===== src/rtl/popcount_pkg.sv =====
// Shared definitions for the population-counter subsystem.
// The length rule below sizes any field that must hold a count from 0 up to
// and including a word width. The packer uses it for its length output and the
// downstream population counter uses it for its result width.
package popcount_pkg;

   // Number of bits needed to represent every value in 0..w inclusive.
   function automatic int len_width(input int w);
      return $clog2(w + 1);
   endfunction

endpackage


===== src/rtl/serial_word_packer.sv =====
// Serial-to-parallel word packer.
// Gathers one bit per valid cycle into a WIDTH-bit word and presents each
// completed word with a single-cycle strobe. A flush request emits whatever
// has been gathered so far. The emitted word is zero-padded so a downstream
// population count stays exact, and the length field reports how many bits are
// real. Bit order within the word is chosen at elaboration time by MSB_FIRST.
module serial_word_packer
   import popcount_pkg::*;
#(
   parameter int WIDTH     = 24,
   parameter bit MSB_FIRST = 1'b1
) (
   input  logic                        clk_i,
   input  logic                        srst_i,
   input  logic                        data_i,
   input  logic                        data_val_i,
   input  logic                        flush_i,
   output logic [WIDTH-1:0]            data_o,
   output logic                        data_val_o,
   output logic [len_width(WIDTH)-1:0] data_len_o,
   output logic                        busy_o
);

   localparam int LenW = len_width(WIDTH);
   localparam int CntW = $clog2(WIDTH);

   logic [WIDTH-1:0] shiftReg;
   logic [WIDTH-1:0] shiftNext;
   logic [WIDTH-1:0] flushWord;
   logic [CntW-1:0]  bitCount;
   logic [LenW-1:0]  heldCount;
   logic             wordDone;
   logic             flushNow;

   // Work out what this edge will do. heldCount is the number of bits the
   // partial word will hold once any bit arriving this cycle is included. That
   // is the figure a flush must report. A bit that completes the word takes
   // priority, so a flush arriving together with it is simply absorbed and
   // produces no extra empty word.
   always_comb begin
      heldCount = LenW'(bitCount) + LenW'(data_val_i);
      wordDone  = data_val_i && (bitCount == CntW'(WIDTH - 1));
      flushNow  = flush_i && (heldCount != '0) && !wordDone;
   end

   generate
      if (MSB_FIRST) begin : genMsbFirst
         // In MSB-first mode, bits shift in at the bottom. The first bit
         // therefore reaches the top position once the word is full. A partial
         // word still sits in the low bits, so a flush shifts it up to
         // left-align it and fill the vacated low bits with zeros. The valid
         // bit gates the shift, so an unknown data_i on idle cycles never
         // reaches the register.
         always_comb begin
            shiftNext = data_val_i ? {shiftReg[WIDTH-2:0], data_i} : shiftReg;
            flushWord = shiftNext << (LenW'(WIDTH) - heldCount);
         end
      end else begin : genLsbFirst
         // In LSB-first mode, each bit is written straight into the slot given
         // by the running count. A partial word is therefore already
         // right-aligned. Its upper bits are still zero from the last clear, so
         // the flush word is the register content as it stands.
         always_comb begin
            shiftNext = shiftReg;
            if (data_val_i) begin
               shiftNext[bitCount] = data_i;
            end
            flushWord = shiftNext;
         end
      end
   endgenerate

   // Register the packer state and the output word. The strobe drops back to
   // zero on every cycle unless a word is emitted. The word and length fields
   // keep their last value between strobes, because downstream only looks at
   // them on a strobe. Emitting a word, full or flushed, clears the partial
   // word so the next bit starts a fresh one. Reset discards any partial word
   // without emitting it.
   always_ff @(posedge clk_i or posedge srst_i) begin
      if (srst_i) begin
         shiftReg   <= '0;
         bitCount   <= '0;
         data_o     <= '0;
         data_val_o <= 1'b0;
         data_len_o <= '0;
         busy_o     <= 1'b0;
      end else begin
         data_val_o <= 1'b0;
         if (wordDone) begin
            data_o     <= shiftNext;
            data_len_o <= LenW'(WIDTH);
            data_val_o <= 1'b1;
            shiftReg   <= '0;
            bitCount   <= '0;
            busy_o     <= 1'b0;
         end else if (flushNow) begin
            data_o     <= flushWord;
            data_len_o <= heldCount;
            data_val_o <= 1'b1;
            shiftReg   <= '0;
            bitCount   <= '0;
            busy_o     <= 1'b0;
         end else begin
            shiftReg <= shiftNext;
            if (data_val_i) begin
               bitCount <= bitCount + CntW'(1);
            end
            busy_o <= (heldCount != '0);
         end
      end
   end

endmodule


===== config.mk =====
export PLATFORM = sky130hd
export DESIGN_NAME = serial_word_packer
export DESIGN_NICKNAME = d
export VERILOG_FILES = /design/src/rtl/popcount_pkg.sv /design/src/rtl/serial_word_packer.sv
export SDC_FILE = /design/constraint.sdc
export NUM_CORES = 1
export LEC_CHECK = 0
export ABC_AREA = 1
export BUFFER_PORTS_ARGS = -buffer_cell sky130_fd_sc_hd__buf_2
export CAP_MARGIN = 10
export CELL_PAD_IN_SITES_DETAIL_PLACEMENT = 0
export CELL_PAD_IN_SITES_GLOBAL_PLACEMENT = 2
export CORE_UTILIZATION = 36
export DETAILED_ROUTE_END_ITERATION = 10
export GPL_ROUTABILITY_DRIVEN = 0
export HOLD_SLACK_MARGIN = 0.03
export PLACE_DENSITY = 0.94
export SKIP_CTS_REPAIR_TIMING = 1
export SLEW_MARGIN = 10
export SYNTH_ARGS = -nofsm -noshare
export SYNTH_HDL_FRONTEND = slang
export SYNTH_SLANG_ARGS = --single-unit

===== constraint.sdc =====
create_clock -name clk_i -period 4 [get_ports clk_i]
set_input_delay 0.4 -clock clk_i [delete_from_list [all_inputs] [get_ports clk_i]]
set_output_delay 0.4 -clock clk_i [all_outputs]
set_load 0.05 [all_outputs]

# ---- After elaboration in Yosys (flattened, before gate mapping)
# Cells that the tools add are included.
dict set report word_totals {
  elab_cells 32
  reg_bits 60
  in_bits 5
  out_inout_bits 31
}
dict set report op_classes {
  reduce_logical 7
  shift 1
  n_addsub 3
  eq_ne 1
  mux 14
}
# cell n
set op_table {}
lappend op_table {{2-to-1 mux 24 bit} 5}
lappend op_table {{2-to-1 mux 5 bit} 5}
lappend op_table {{<< shifter 24 x 5 -> 24 bit} 1}
lappend op_table {{adder 5 x 1 -> 5 bit} 1}
lappend op_table {{adder 5 x 1 -> 5 bit (second input constant)} 1}
lappend op_table {{equality test 5 bit (second input constant)} 1}
lappend op_table {{nonzero test 5 bit} 1}
lappend op_table {{subtractor 5 bit (first input constant)} 1}
lappend op_table {{2-to-1 mux 1 bit} 4}
lappend op_table {{logical AND 1 bit} 3}
lappend op_table {{nonzero test 3 bit} 1}
lappend op_table {{nonzero test 2 bit} 1}
lappend op_table {{logical NOT 1 bit} 1}

# ---- Depth between registers and ports, before layout
dict set report logic_depth {
  depth_word 6
  depth_mapped 15
  mapped_depth_nobuf 14
}

# ---- Worst setup path before layout
# Ideal clock, no wire load.
dict set report synth_path {
  path_kind {flip-flop to flip-flop}
  start {register bitCount[0]}
  end {register data_o[9]}
  setup_time_ns 0.124
  path_stages_with_launch 12
  synth_period_minus_slack_ns 2.111
  path_slack_ns 1.889
  required_time_ns 3.876
  t_arrival_ns 1.987
  n_path_buf 1
  cell_sequence {dfrtp_1 -> ha_1 -> ha_1 -> nor2_4 -> inv_2 -> nor2_4 -> nand2_1 -> nand2_2 -> buf_1 -> nand2_1 -> o211ai_1 -> nand2_1}
}
dict set report synth_between {
  elab_chain_len 5
  word_cells_on_any_way 12
  classes_between {2 x add/sub; 1 x eq/ne; 1 x shift; 2 x mux; 6 x reduce/logical}
}
# item line_no
set synth_lines {}
lappend synth_lines {{start, declared} serial_word_packer.sv:30} ;# logic [CntW-1:0] bitCount;
lappend synth_lines {{start signal, assigned} serial_word_packer.sv:106} ;# bitCount <= bitCount + CntW'(1);
lappend synth_lines {{adder 5 x 1 -> 5 bit / equality test 5 bit (equally long branches)} {serial_word_packer.sv:41, serial_word_packer.sv:42}}
lappend synth_lines {{subtractor 5 bit (tied with other cells)} serial_word_packer.sv:56} ;# flushWord = shiftNext << (LenW'(WIDTH) - heldCount);
lappend synth_lines {{<< shifter 24 x 5 -> 24 bit (tied with other cells)} serial_word_packer.sv:56}
lappend synth_lines {{2-to-1 mux 24 bit / logical AND 1 bit (equally long branches)} {serial_word_packer.sv:96, serial_word_packer.sv:43}}
lappend synth_lines {{2-to-1 mux 24 bit / nonzero test 2 bit (equally long branches)} -}
lappend synth_lines {{end signal, assigned} serial_word_packer.sv:90} ;# data_o <= shiftNext;
lappend synth_lines {{end signal, assigned} serial_word_packer.sv:97} ;# data_o <= flushWord;
lappend synth_lines {{end, declared} serial_word_packer.sv:18} ;# output logic [WIDTH-1:0] data_o,
# Parallel ways exist; a longest one is shown, timed or not. The select of a mux whose other input is x is not followed.
# A chain may end at the register's enable or synchronous reset.

# ---- Final worst setup path
dict set report layout_path {
  start {register bitCount[0]}
  end {register data_o[21]}
}
# Same word-level chain as after synthesis.

==> summary.txt <==
Clocking
  • H-tree levels: 3
  • Num CTS Buffers: 9
  • Clk_lat worst skew: 350 ps
  • Sinks on Clock Net: 60
  • CTS tree: yes
  • Clock slew at reported path FFs: 70 ps
  • CTS Buffer Depth: 2
  • Root buffer cell: clkbuf_8

Layout
  • Fillers: 1,181
  • Fraction of layout cells with a size suffix above 1: 0.132
  • ANT cells: 0
  • Core Util, Final: 0.408
  • Nets: 617
  • Area growth syn-to-layout: 9.93%

Critical path
  • WP data required: 4290 ps
  • Worst EP arrival: 3090 ps
  • Setup crit end kind: flop
  • Startpoint types: flop
  • Critical path class: flop to flop
  • CP Max Fanout: 21

Route
  • Met1 WL: 6220 microns
  • Iteration-0 DRC count of the detailed router: 374
  • Vias: 4,128
  • Initial DRT Pass Iterations: 5
  • DRC violations left: 0
  • Routed Antenna Nets: 0
  • DR WL/cell: 16.7 microns
  • Met3 WL post-DR: 695 microns
  • Met2 wire len: 5520 microns
  • Total routed wirelength: 12,500 microns
  • Post-DR vias/cell: 5.49
  • Top Metal Used: met4

GRT
  • Vias in the first global route: 3,738
  • Initial antenna violation count: 0
  • Overall routing resource usage: 0.229
  • Grt ovf: 0
  • First-pass GRT wire length: 20,400 microns
  • Largest net degree at the start of global routing: 34

Timing
  • Minimum clock period: 2810 ps
  • TNS Setup: 0 ps
  • Fmax: 356 MHz
  • Worst slew margin: 0.465
  • Part of the cycle the worst path needs: 0.702
  • Hold Fails Final Rpt: 0
  • RSZ-0062 raised after global routing: no
  • Max Clock Skew: 6.75 ps
  • Tightest Pin Transition: 801 ps
  • Max Slew Vio Count: 0
  • Final Setup Violations: 0

Synth
  • Cell variety after synth: 31
  • Cell taking the most area after synthesis: dfrtp_1
  • Post-synth EDFFs: 0
  • Post-synth top area share: 0.371
  • Syn Inst Count: 590
  • Register area share after synthesis: 0.371
  • Synth top area cells: dfrtp_1 37%, nand3_1 22%, nand2_1 18%
  • Syn Area/Cell: 6.85 sq um
  • Commonest cells post-synth: 190 x nand2_1, 174 x nand3_1, 60 x dfrtp_1
  • Register bit count reported by yosys: 60
  • Asr flop ratio synth: 1.00
  • Post-Syn Area: 4040 sq um
  • Count leader, synth: nand2_1
  • Main synth FF type: dfrtp_1
  • Syn Nets: 598
  • Yosys warns: 0

Power
  • Leakage: 2.28 nW
  • Int Pwr: 1.60 mW
  • Worst vdd ir: 0.000468 V
  • Comb pwr share: 0.631
  • Clock network fraction of design power: 0.160
  • Switch share: 0.549
  • Part of the power in registers: 0.209
  • Power density over cell area: 797 nW/um^2
  • Sw Pwr: 1.95 mW

Floorplanning
  • Core region area: 10,900 sq um
  • IO Count: 36
  • Die Ht: 108 microns
  • Die area: 11,700 sq um
  • Starting Density: 0.371
  • Row count: 38
  • Die Wd: 108 microns

Run
  • Max-cap viol count: 0

Worst hold path
  • Worst Hold Class: input port to async pin

Outcome
  • Outcome: completed

Place
  • PortBufs: 35
  • Post-DP HPWL: 9080 microns
[critical path, cell delays in order, from the launching register on]
cell	delay (ps)
dfrtp_1	420
ha_1	240
ha_1	360
nor2_4	150
inv_2	80
nand2_1	540
nand3_1	230
nand3_1	140
nand3_1	160
o21ai_0	260
nand2_1	100
nand2_1	70
[final cells by class]
class	count	area [sq um]	share of cell area
Multi-Input combinational cell	471	2260	0.509
Sequential cell	60	1500	0.338
Timing Repair Buffer	40	213	0.0478
Tap cell	140	175	0.0394
Clock buffer	12	155	0.0349
Inverter	27	101	0.0228
Clock inverter	2	35.0	0.00788
[logic make-up after synthesis]
kind of cell / count (synthesis) / share of synthesized area
and+or+nand+nor: 421 / 0.477
AOI/OAI and AO/OA: 43 / 0.0606
xor gates and xnor gates: 4 / 0.0133
buffers and inverters: 59 / 0.0687
DFF: 60 / 0.371
adders and majority gates: 3 / 0.00928
[registers in the layout (all words and copies together) (netlist names)]
name        flops
data_len_o      5
data_o         24
busy_o          1
data_val_o      1
bitCount        5
shiftReg       24
[power by group through the flow]
stage | registers, mW | clock network [mW] | logic, mW
after floorplan | 0.940 | 0 | 1.56
after global placement | 0.750 | 0 | 2.22
after detailed placement | 0.752 | 0 | 2.21
after CTS | 0.741 | 0.571 | 2.22
after global routing | 0.752 | 0.594 | 2.48
final | 0.740 | 0.567 | 2.24
[final timing paths]
| check | from | slack, ps | endpoint | depth (start not counted) |
|---|---|---|---|---|
| max in group asynchronous | srst_i | 2970 | shiftReg[18] | 3 |
| max | bitCount[0] | 1190 | data_o[21] | 11 |
| min in group clk_i | flush_i | 450 | data_len_o[4] | 4 |
| max reg2reg | bitCount[0] | 1190 | data_o[21] | 11 |
| min reg2reg | data_len_o[1] | 490 | data_len_o[1] | 2 |
| min | srst_i | 140 | data_o[2] | 2 |
[stage by stage]
step | hold slack [ps] | worst slack [ps] | instances | instance area (sq um) | power [mW]
detailed placement | 481 | 1060 | 738 | 4260 | 2.96
CTS | 165 | 1150 | 752 | 4450 | 3.53
global placement | 453 | 1080 | 738 | 4260 | 2.97
finish | 143 | 1190 | 752 | 4450 | 3.54
floorplan | 504 | 1890 | 590 | 4040 | 2.50
global route | 196 | 942 | 752 | 4450 | 3.83
[metal layers]
layer  track usage  up-vias
met5             0        -
met4        0.0519        0
met3        0.0434       13
met2         0.343      125
met1         0.339     1981
li1              -     2009
[placed cells by master (no fill, tap or decap), types with 2 or more instances in the layout]
cell type	n
xor2_1	2
nor2_1	23
o21ai_0	12
inv_2	5
nor2_4	2
buf_4	5
o211ai_1	8
nand2_4	4
clkbuf_8	11
ha_1	3
nand3_1	174
a21oi_1	18
nand2_1	190
inv_1	22
and2_1	9
o21ai_1	2
or2_2	5
nor2_2	2
dfrtp_1	60
nand2_2	5
a31o_2	2
buf_2	35
nand4_1	5
Power figures use the tool's default switching activity.
